==> src/rtl/fec_pkg.sv <==
// Shared constants, FSM state type and tap helper for the tail-biting K=7 encoder.
package fec_pkg;

    localparam int unsigned BlockBitsDefault = 96;
    localparam int unsigned K                = 7;

    // Generator polynomials; bit 6 taps the input bit, bit (5-k) taps s[k].
    localparam logic [K-1:0] G1 = 7'b1111001;  // 171 octal, output X
    localparam logic [K-1:0] G2 = 7'b1011011;  // 133 octal, output Y

    typedef enum logic [1:0] {
        StLoad,
        StPrime,
        StEncode
    } fec_state_e;

    // Parity of the generator-selected bits of {d, s[0], ..., s[K-2]}.
    function automatic logic conv_tap(input logic [K-1:0] g, input logic d,
                                      input logic [K-2:0] s);
        logic [K-1:0] v;
        v[K-1] = d;
        for (int k = 0; k < K - 1; k++) begin
            v[K-2-k] = s[k];
        end
        return ^(g & v);
    endfunction

endpackage

==> src/rtl/fec_encoder_if.sv <==
// Serial input / paired output bundle of the FEC encoder.
interface fec_encoder_if;

    logic DataIn;
    logic en;
    logic in_ready;
    logic DataOutX;
    logic DataOutY;
    logic out_valid;
    logic block_done;

    // Encoder side.
    modport slave (
        input  DataIn,
        input  en,
        output in_ready,
        output DataOutX,
        output DataOutY,
        output out_valid,
        output block_done
    );

    // Upstream source / downstream sink side.
    modport master (
        output DataIn,
        output en,
        input  in_ready,
        input  DataOutX,
        input  DataOutY,
        input  out_valid,
        input  block_done
    );

endinterface

==> src/rtl/conv_encoder_core.sv <==
// 6-bit convolutional shift register with G1/G2 XOR taps; s[0] is the most recent bit.
module conv_encoder_core
    import fec_pkg::*;
(
    input  logic         clk_i,
    input  logic         clear_i,
    input  logic         load_i,
    input  logic [K-2:0] load_val_i,
    input  logic         shift_i,
    input  logic         d_i,
    output logic         x_o,
    output logic         y_o
);

    logic [K-2:0] sr_q, sr_d;

    // Next shift-register value: load beats shift.
    always_comb begin
        sr_d = sr_q;
        if (load_i) begin
            sr_d = load_val_i;
        end else if (shift_i) begin
            sr_d = {sr_q[K-3:0], d_i};
        end
    end

    // Shift-register state with synchronous clear.
    always_ff @(posedge clk_i) begin
        if (clear_i) begin
            sr_q <= '0;
        end else begin
            sr_q <= sr_d;
        end
    end

    assign x_o = conv_tap(G1, d_i, sr_q);
    assign y_o = conv_tap(G2, d_i, sr_q);

endmodule

==> src/rtl/fec_encoder.sv <==
// Rate-1/2 K=7 tail-biting convolutional encoder: buffers a block, primes, then streams pairs.
module fec_encoder
    import fec_pkg::*;
#(
    parameter int unsigned BLOCK_BITS = BlockBitsDefault
) (
    input  logic          clk,
    input  logic          reset,
    fec_encoder_if.slave  bus
);

    localparam int unsigned      CntW    = $clog2(BLOCK_BITS);
    localparam logic [CntW-1:0]  LastIdx = CntW'(BLOCK_BITS - 1);

    fec_state_e             state_q, state_d;
    logic [CntW-1:0]        cnt_q, cnt_d;
    logic [BLOCK_BITS-1:0]  buf_q;
    logic                   x_q, x_d;
    logic                   y_q, y_d;
    logic                   valid_q, valid_d;
    logic                   done_q, done_d;

    logic                   accept;
    logic                   emit;
    logic                   sr_load;
    logic                   sr_shift;
    logic                   enc_d;
    logic                   enc_x;
    logic                   enc_y;
    logic [K-2:0]           load_val;

    assign accept = (state_q == StLoad) && bus.en;
    assign enc_d  = buf_q[cnt_q];

    // Tail-biting start state; b[N-1] is still on DataIn on the loading edge, so bypass it.
    always_comb begin
        load_val[0] = bus.DataIn;
        for (int k = 1; k < K - 1; k++) begin
            load_val[k] = buf_q[BLOCK_BITS-1-k];
        end
    end

    conv_encoder_core u_core (
        .clk_i      (clk),
        .clear_i    (reset),
        .load_i     (sr_load),
        .load_val_i (load_val),
        .shift_i    (sr_shift),
        .d_i        (enc_d),
        .x_o        (enc_x),
        .y_o        (enc_y)
    );

    // Next-state logic; the pair computed in a cycle becomes visible in the following one.
    always_comb begin
        state_d  = state_q;
        cnt_d    = cnt_q;
        x_d      = 1'b0;
        y_d      = 1'b0;
        valid_d  = 1'b0;
        done_d   = 1'b0;
        sr_load  = 1'b0;
        sr_shift = 1'b0;
        emit     = 1'b0;

        unique case (state_q)
            StLoad: begin
                if (bus.en) begin
                    if (cnt_q == LastIdx) begin
                        cnt_d   = '0;
                        sr_load = 1'b1;
                        state_d = StPrime;
                    end else begin
                        cnt_d = cnt_q + 1'b1;
                    end
                end
            end
            StPrime: begin
                emit    = 1'b1;
                state_d = StEncode;
            end
            StEncode: begin
                // done_q marks the cycle showing the last pair of the block.
                if (done_q) begin
                    state_d = StLoad;
                end else begin
                    emit = 1'b1;
                end
            end
            default: state_d = StLoad;
        endcase

        if (emit) begin
            x_d      = enc_x;
            y_d      = enc_y;
            valid_d  = 1'b1;
            sr_shift = 1'b1;
            if (cnt_q == LastIdx) begin
                cnt_d  = '0;
                done_d = 1'b1;
            end else begin
                cnt_d = cnt_q + 1'b1;
            end
        end
    end

    // Control state and registered outputs; reset overrides any input activity.
    always_ff @(posedge clk) begin
        if (reset) begin
            state_q <= StLoad;
            cnt_q   <= '0;
            x_q     <= 1'b0;
            y_q     <= 1'b0;
            valid_q <= 1'b0;
            done_q  <= 1'b0;
        end else begin
            state_q <= state_d;
            cnt_q   <= cnt_d;
            x_q     <= x_d;
            y_q     <= y_d;
            valid_q <= valid_d;
            done_q  <= done_d;
        end
    end

    // Block buffer: b[i] lands at index i; contents are never cleared.
    always_ff @(posedge clk) begin
        if (!reset && accept) begin
            buf_q[cnt_q] <= bus.DataIn;
        end
    end

    assign bus.in_ready   = (state_q == StLoad);
    assign bus.DataOutX   = x_q;
    assign bus.DataOutY   = y_q;
    assign bus.out_valid  = valid_q;
    assign bus.block_done = done_q;

endmodule

==> src/flat_wrapper.sv <==
// flat-port wrapper written by rule: the top's interface ports become plain ports
module fec_encoder_flat import fec_pkg::*;
#(
    parameter int unsigned BLOCK_BITS = BlockBitsDefault
)
  (clk, reset, bus_DataIn, bus_en, bus_in_ready, bus_DataOutX, bus_DataOutY, bus_out_valid, bus_block_done);
  fec_encoder_if bus_i ();
  input  logic clk;
  input  logic reset;
  input wire logic [$bits(bus_i.DataIn)-1:0] bus_DataIn;
  input wire logic [$bits(bus_i.en)-1:0] bus_en;
  output wire logic [$bits(bus_i.in_ready)-1:0] bus_in_ready;
  output wire logic [$bits(bus_i.DataOutX)-1:0] bus_DataOutX;
  output wire logic [$bits(bus_i.DataOutY)-1:0] bus_DataOutY;
  output wire logic [$bits(bus_i.out_valid)-1:0] bus_out_valid;
  output wire logic [$bits(bus_i.block_done)-1:0] bus_block_done;
  assign bus_i.DataIn = bus_DataIn;
  assign bus_i.en = bus_en;
  assign bus_in_ready = bus_i.in_ready;
  assign bus_DataOutX = bus_i.DataOutX;
  assign bus_DataOutY = bus_i.DataOutY;
  assign bus_out_valid = bus_i.out_valid;
  assign bus_block_done = bus_i.block_done;
  fec_encoder #(.BLOCK_BITS(BLOCK_BITS)) u_core (.clk(clk), .reset(reset), .bus(bus_i));
endmodule
==> config.mk <==
export PLATFORM = sky130hd
export DESIGN_NAME = fec_encoder_flat
export DESIGN_NICKNAME = d
export VERILOG_FILES = /design/src/rtl/fec_pkg.sv /design/src/rtl/fec_encoder_if.sv /design/src/rtl/conv_encoder_core.sv /design/src/rtl/fec_encoder.sv /design/src/flat_wrapper.sv
export SDC_FILE = /design/constraint.sdc
export NUM_CORES = 1
export LEC_CHECK = 0
export CORE_ASPECT_RATIO = 0.5
export CORE_MARGIN = 2
export CORE_UTILIZATION = 40
export DETAILED_ROUTE_END_ITERATION = 7
export GPL_TIMING_DRIVEN = 0
export PLACE_DENSITY = 0.57
export SETUP_SLACK_MARGIN = 0.2
export SLEW_MARGIN = 15
export SYNTH_ARGS = -nofsm -noshare
export SYNTH_HDL_FRONTEND = slang
export SYNTH_HIERARCHICAL = 1
export SYNTH_SLANG_ARGS = --single-unit
==> constraint.sdc <==
create_clock -name clk -period 4.3 [get_ports clk]
set_input_delay 0.43 -clock clk [delete_from_list [all_inputs] [get_ports clk]]
set_output_delay 0.43 -clock clk [all_outputs]
set_load 0.1 [all_outputs]
==> summary.txt <==
Drt
  • Via/cell ratio: 5.493
  • DRT Pass-1 Iters: 5
  • Final wirelength: 12,040 µm
  • Via Count: 3,373
  • Detail Route Antenna Nets: 0
  • Post-DR wirelength/cell: 19.60 µm
  • DRT iter0 DRCs: 337
  • # DRC: 0

Timing
  • Fmax: 281.2 MHz
  • Final Max Slew Viols: 0
  • Worst Hold Slack: 440.8 ps
  • Pin slew with the least headroom to its limit: 963.9 ps
  • RSZ-0062 raised after global routing: no
  • Final setup TNS: 0 ps
  • Final setup fails: 0
  • Max-slew headroom: 0.3554
  • Tmin final: 3557 ps
  • Final Cycle Share: 0.8271
  • Final hold viol count: 0
  • Clock Skew: 11.02 ps

Global routing
  • First-pass GRT wire length: 19,180 µm
  • GR Util All Layers: 0.1840
  • Via count of the first global-routing pass: 3,420
  • Initial antenna violation count: 0
  • Largest net degree at the start of global routing: 69
  • Total global routing overflow: 0

Power
  • Sw Ratio: 0.2007
  • Total power: 0.002861 W
  • Seq pwr share: 0.424
  • Clock network power share: 0.525
  • Leakage: 1.963 nW
  • Pwr Density: 464.2 nW/µm²
  • Switching pwr: 0.0005742 W
  • Internal power: 0.002287 W
  • Worst vdd ir: 0.2774 mV
  • Logic pwr share: 0.051

Layout
  • Layout area overhead: 17.96%
  • Sequential cell area: 3263 µm²
  • Share of cells above drive strength 1: 0.1306
  • Final net count: 441
  • Fin util: 0.4853
  • Commonest cells after routing, fill and taps aside: nor2_1 (104), edfxtp_1 (96), nand2_1 (24)
  • Filler cells: 1,143
  • Commonest non-fill, non-tap cell in the layout: nor2_1
  • Multi-input gate area: 1832 µm²
  • ANT cells: 0

Critical path
  • Critical path, cell by cell: buf_2, buf_2, nor2_1, a221oi_1, o22ai_1, a222oi_1, nand3_1, xnor2_2, xor3_1, and2_1
  • Worst path slowest cell: a222oi_1
  • Req. time, crit path: 4600 ps
  • CP most frequent cell: buf_2
  • CP Max Fanout: 10
  • Critical path type: register to register
  • Worst Setup Start Kind: register
  • CP arrival: 3860 ps
  • CP endpoint kind: register
  • Crit-path max cell delay: 550 ps

Floorplan
  • I/O Pins: 9
  • Core area: 12,700 µm²
  • Chip width: 165.6 µm
  • Std cell rows: 29
  • Die Ht: 84.82 µm
  • Initial core utilization: 0.4114
  • Die area: 14,050 µm²

Clocking
  • Post-CTS resize count: 0
  • Clock Tree Root: clkbuf_16
  • Post-CTS Hold Buffers: 0
  • Post-CTS setup repair buffer count: 0
  • Cts bufs inserted: 17
  • CTS clk-pin slew, worst paths: 60 ps
  • CTS H-tree depth: 4
  • Clk_lat worst skew: 410 ps
  • CTS tree: yes
  • CTS sink cnt: 115
  • Max clock buf depth: 2

Logic synthesis
  • #FFs+latches synth: 115
  • Leading area contributor after synthesis: edfxtp_1
  • Netlist Area Pre-Place: 5225 µm²
  • Mapped Avg Cell Area: 12.93 µm²
  • Syn Inst Count: 404
  • Synth warn: 6
  • Synth unique cells: 38
  • Syn nets: 413
  • Ranking of synthesized cells by area: edfxtp_1 (55%), nor2_1 (7.5%), dfxtp_1 (7.3%), mux4_2 (6.5%), mux4_1 (3.0%)
  • Synth top area share: 0.5517
  • Seq/Total Area, Yosys: 0.6245

Placed design
  • GP Congestion: 0.7971
  • Post-DP HPWL: 7613 µm
  • # port buffers: 8

Run
  • Max-cap check violation count: 0

Worst hold path
  • Hold WC Path Type: input port to register

Run status
  • Status: completed
cell families after synthesis:
logic type                 share of synthesized area
adders and majority gates                    0.01197
xor gates and xnor gates                     0.02227
and+or+nand+nor                               0.1473
muxes                                         0.1226
AOI/OAI and AO/OA                            0.04646
buffers and inverters                        0.02491
DFF                                           0.6245
final cells by class:
class | instances | area share
Sequential cell | 115 | 0.5294
Multi-Input combinational cell | 260 | 0.2972
Clock buffer | 19 | 0.07024
Tap cell | 170 | 0.03451
Buffer | 21 | 0.01624
Timing Repair Buffer | 9 | 0.01705
Inverter | 8 | 0.004872
Clock inverter | 12 | 0.03045
synthesized netlist by cell type:
library cell and instances:
nor2_1 104, nor3_1 7, o2111ai_1 1, mux4_1 6
xnor2_1 3, nand2_1 24, o21a_1 1, mux2i_1 10
inv_1 8, nand3_1 15, nand2b_1 3, and4b_1 1
o22ai_1 4, mux2_2 4, buf_2 8, ha_1 5
xnor2_2 1, buf_6 1, dfxtp_1 19, clkbuf_1 11
a21boi_0 1, o211ai_1 1, and2_1 7, a222oi_1 1
or3_1 1, nand4_1 1, o21ai_1 1, a211oi_1 8
xor3_1 2, edfxtp_1 96, a21oi_1 5, nor2b_1 15
mux4_2 15, a22o_1 1, o31ai_1 1, buf_4 1
xor2_1 3, a221oi_1 8
routing by layer:
layer,GRT usage,vias to the layer above,routed length [µm]
li1,-,1554,-
met4,0.06877,0,179
met1,0.2525,1704,5613
met2,0.2837,97,5548
met5,0,-,0
met3,0.05037,18,695
path summary, 6_finish.rpt:
check | slack, ps | cells past startpoint | start | to
setup reg to reg | 740 | 10 | u_core/cnt_q[2]$_SDFFE_PP0P_ | u_core/bus.DataOutY$_SDFF_PP0_
setup / recovery | 740 | 10 | u_core/cnt_q[2]$_SDFFE_PP0P_ | u_core/bus.DataOutY$_SDFF_PP0_
hold reg to reg | 530 | 2 | u_core/state_q[1]$_SDFFE_PP0P_ | u_core/state_q[1]$_SDFFE_PP0P_
hold / removal | 440 | 1 | bus_DataIn | u_core/buf_q[8]$_DFFE_PP_
stage by stage:
stage,setup WS (ps),area [µm²],std cells
floorplan,1621,5225,404
global route,663.6,6163,614
global placement,674.4,5518,582
CTS,847.4,6163,614
detailed placement,879.5,5543,583
finish,743.3,6163,614
power groups by stage:
stage	Clock, W	Sequential (W)	Combinational (W)
after global placement	0	0.00124	0.000143
after floorplan	0	0.00123	0.0000943
after CTS	0.00152	0.00121	0.000147
final	0.00150	0.00121	0.000147
after detailed placement	0	0.00124	0.000147
after global routing	0.00157	0.00121	0.000159
flip-flops by register name (all words and copies together), names as in the netlist:
register               flops
u_core/buf_q              96
u_core/cnt_q               7
u_core/u_core/sr_q         6
u_core/state_q             2
u_core/bus.DataOutX        1
u_core/bus.DataOutY        1
u_core/bus.block_done      1
u_core/bus.out_valid       1
critical path, delay by kind of cell (launching register included):
kind	cells	cell delay, ps
AO/OA/AOI/OAI	3	1060
buffers and inverters	2	720
XOR/XNOR	2	640
AND/OR/NAND/NOR	3	580
flip-flops	1	440
Power figures use the tool's default switching activity.
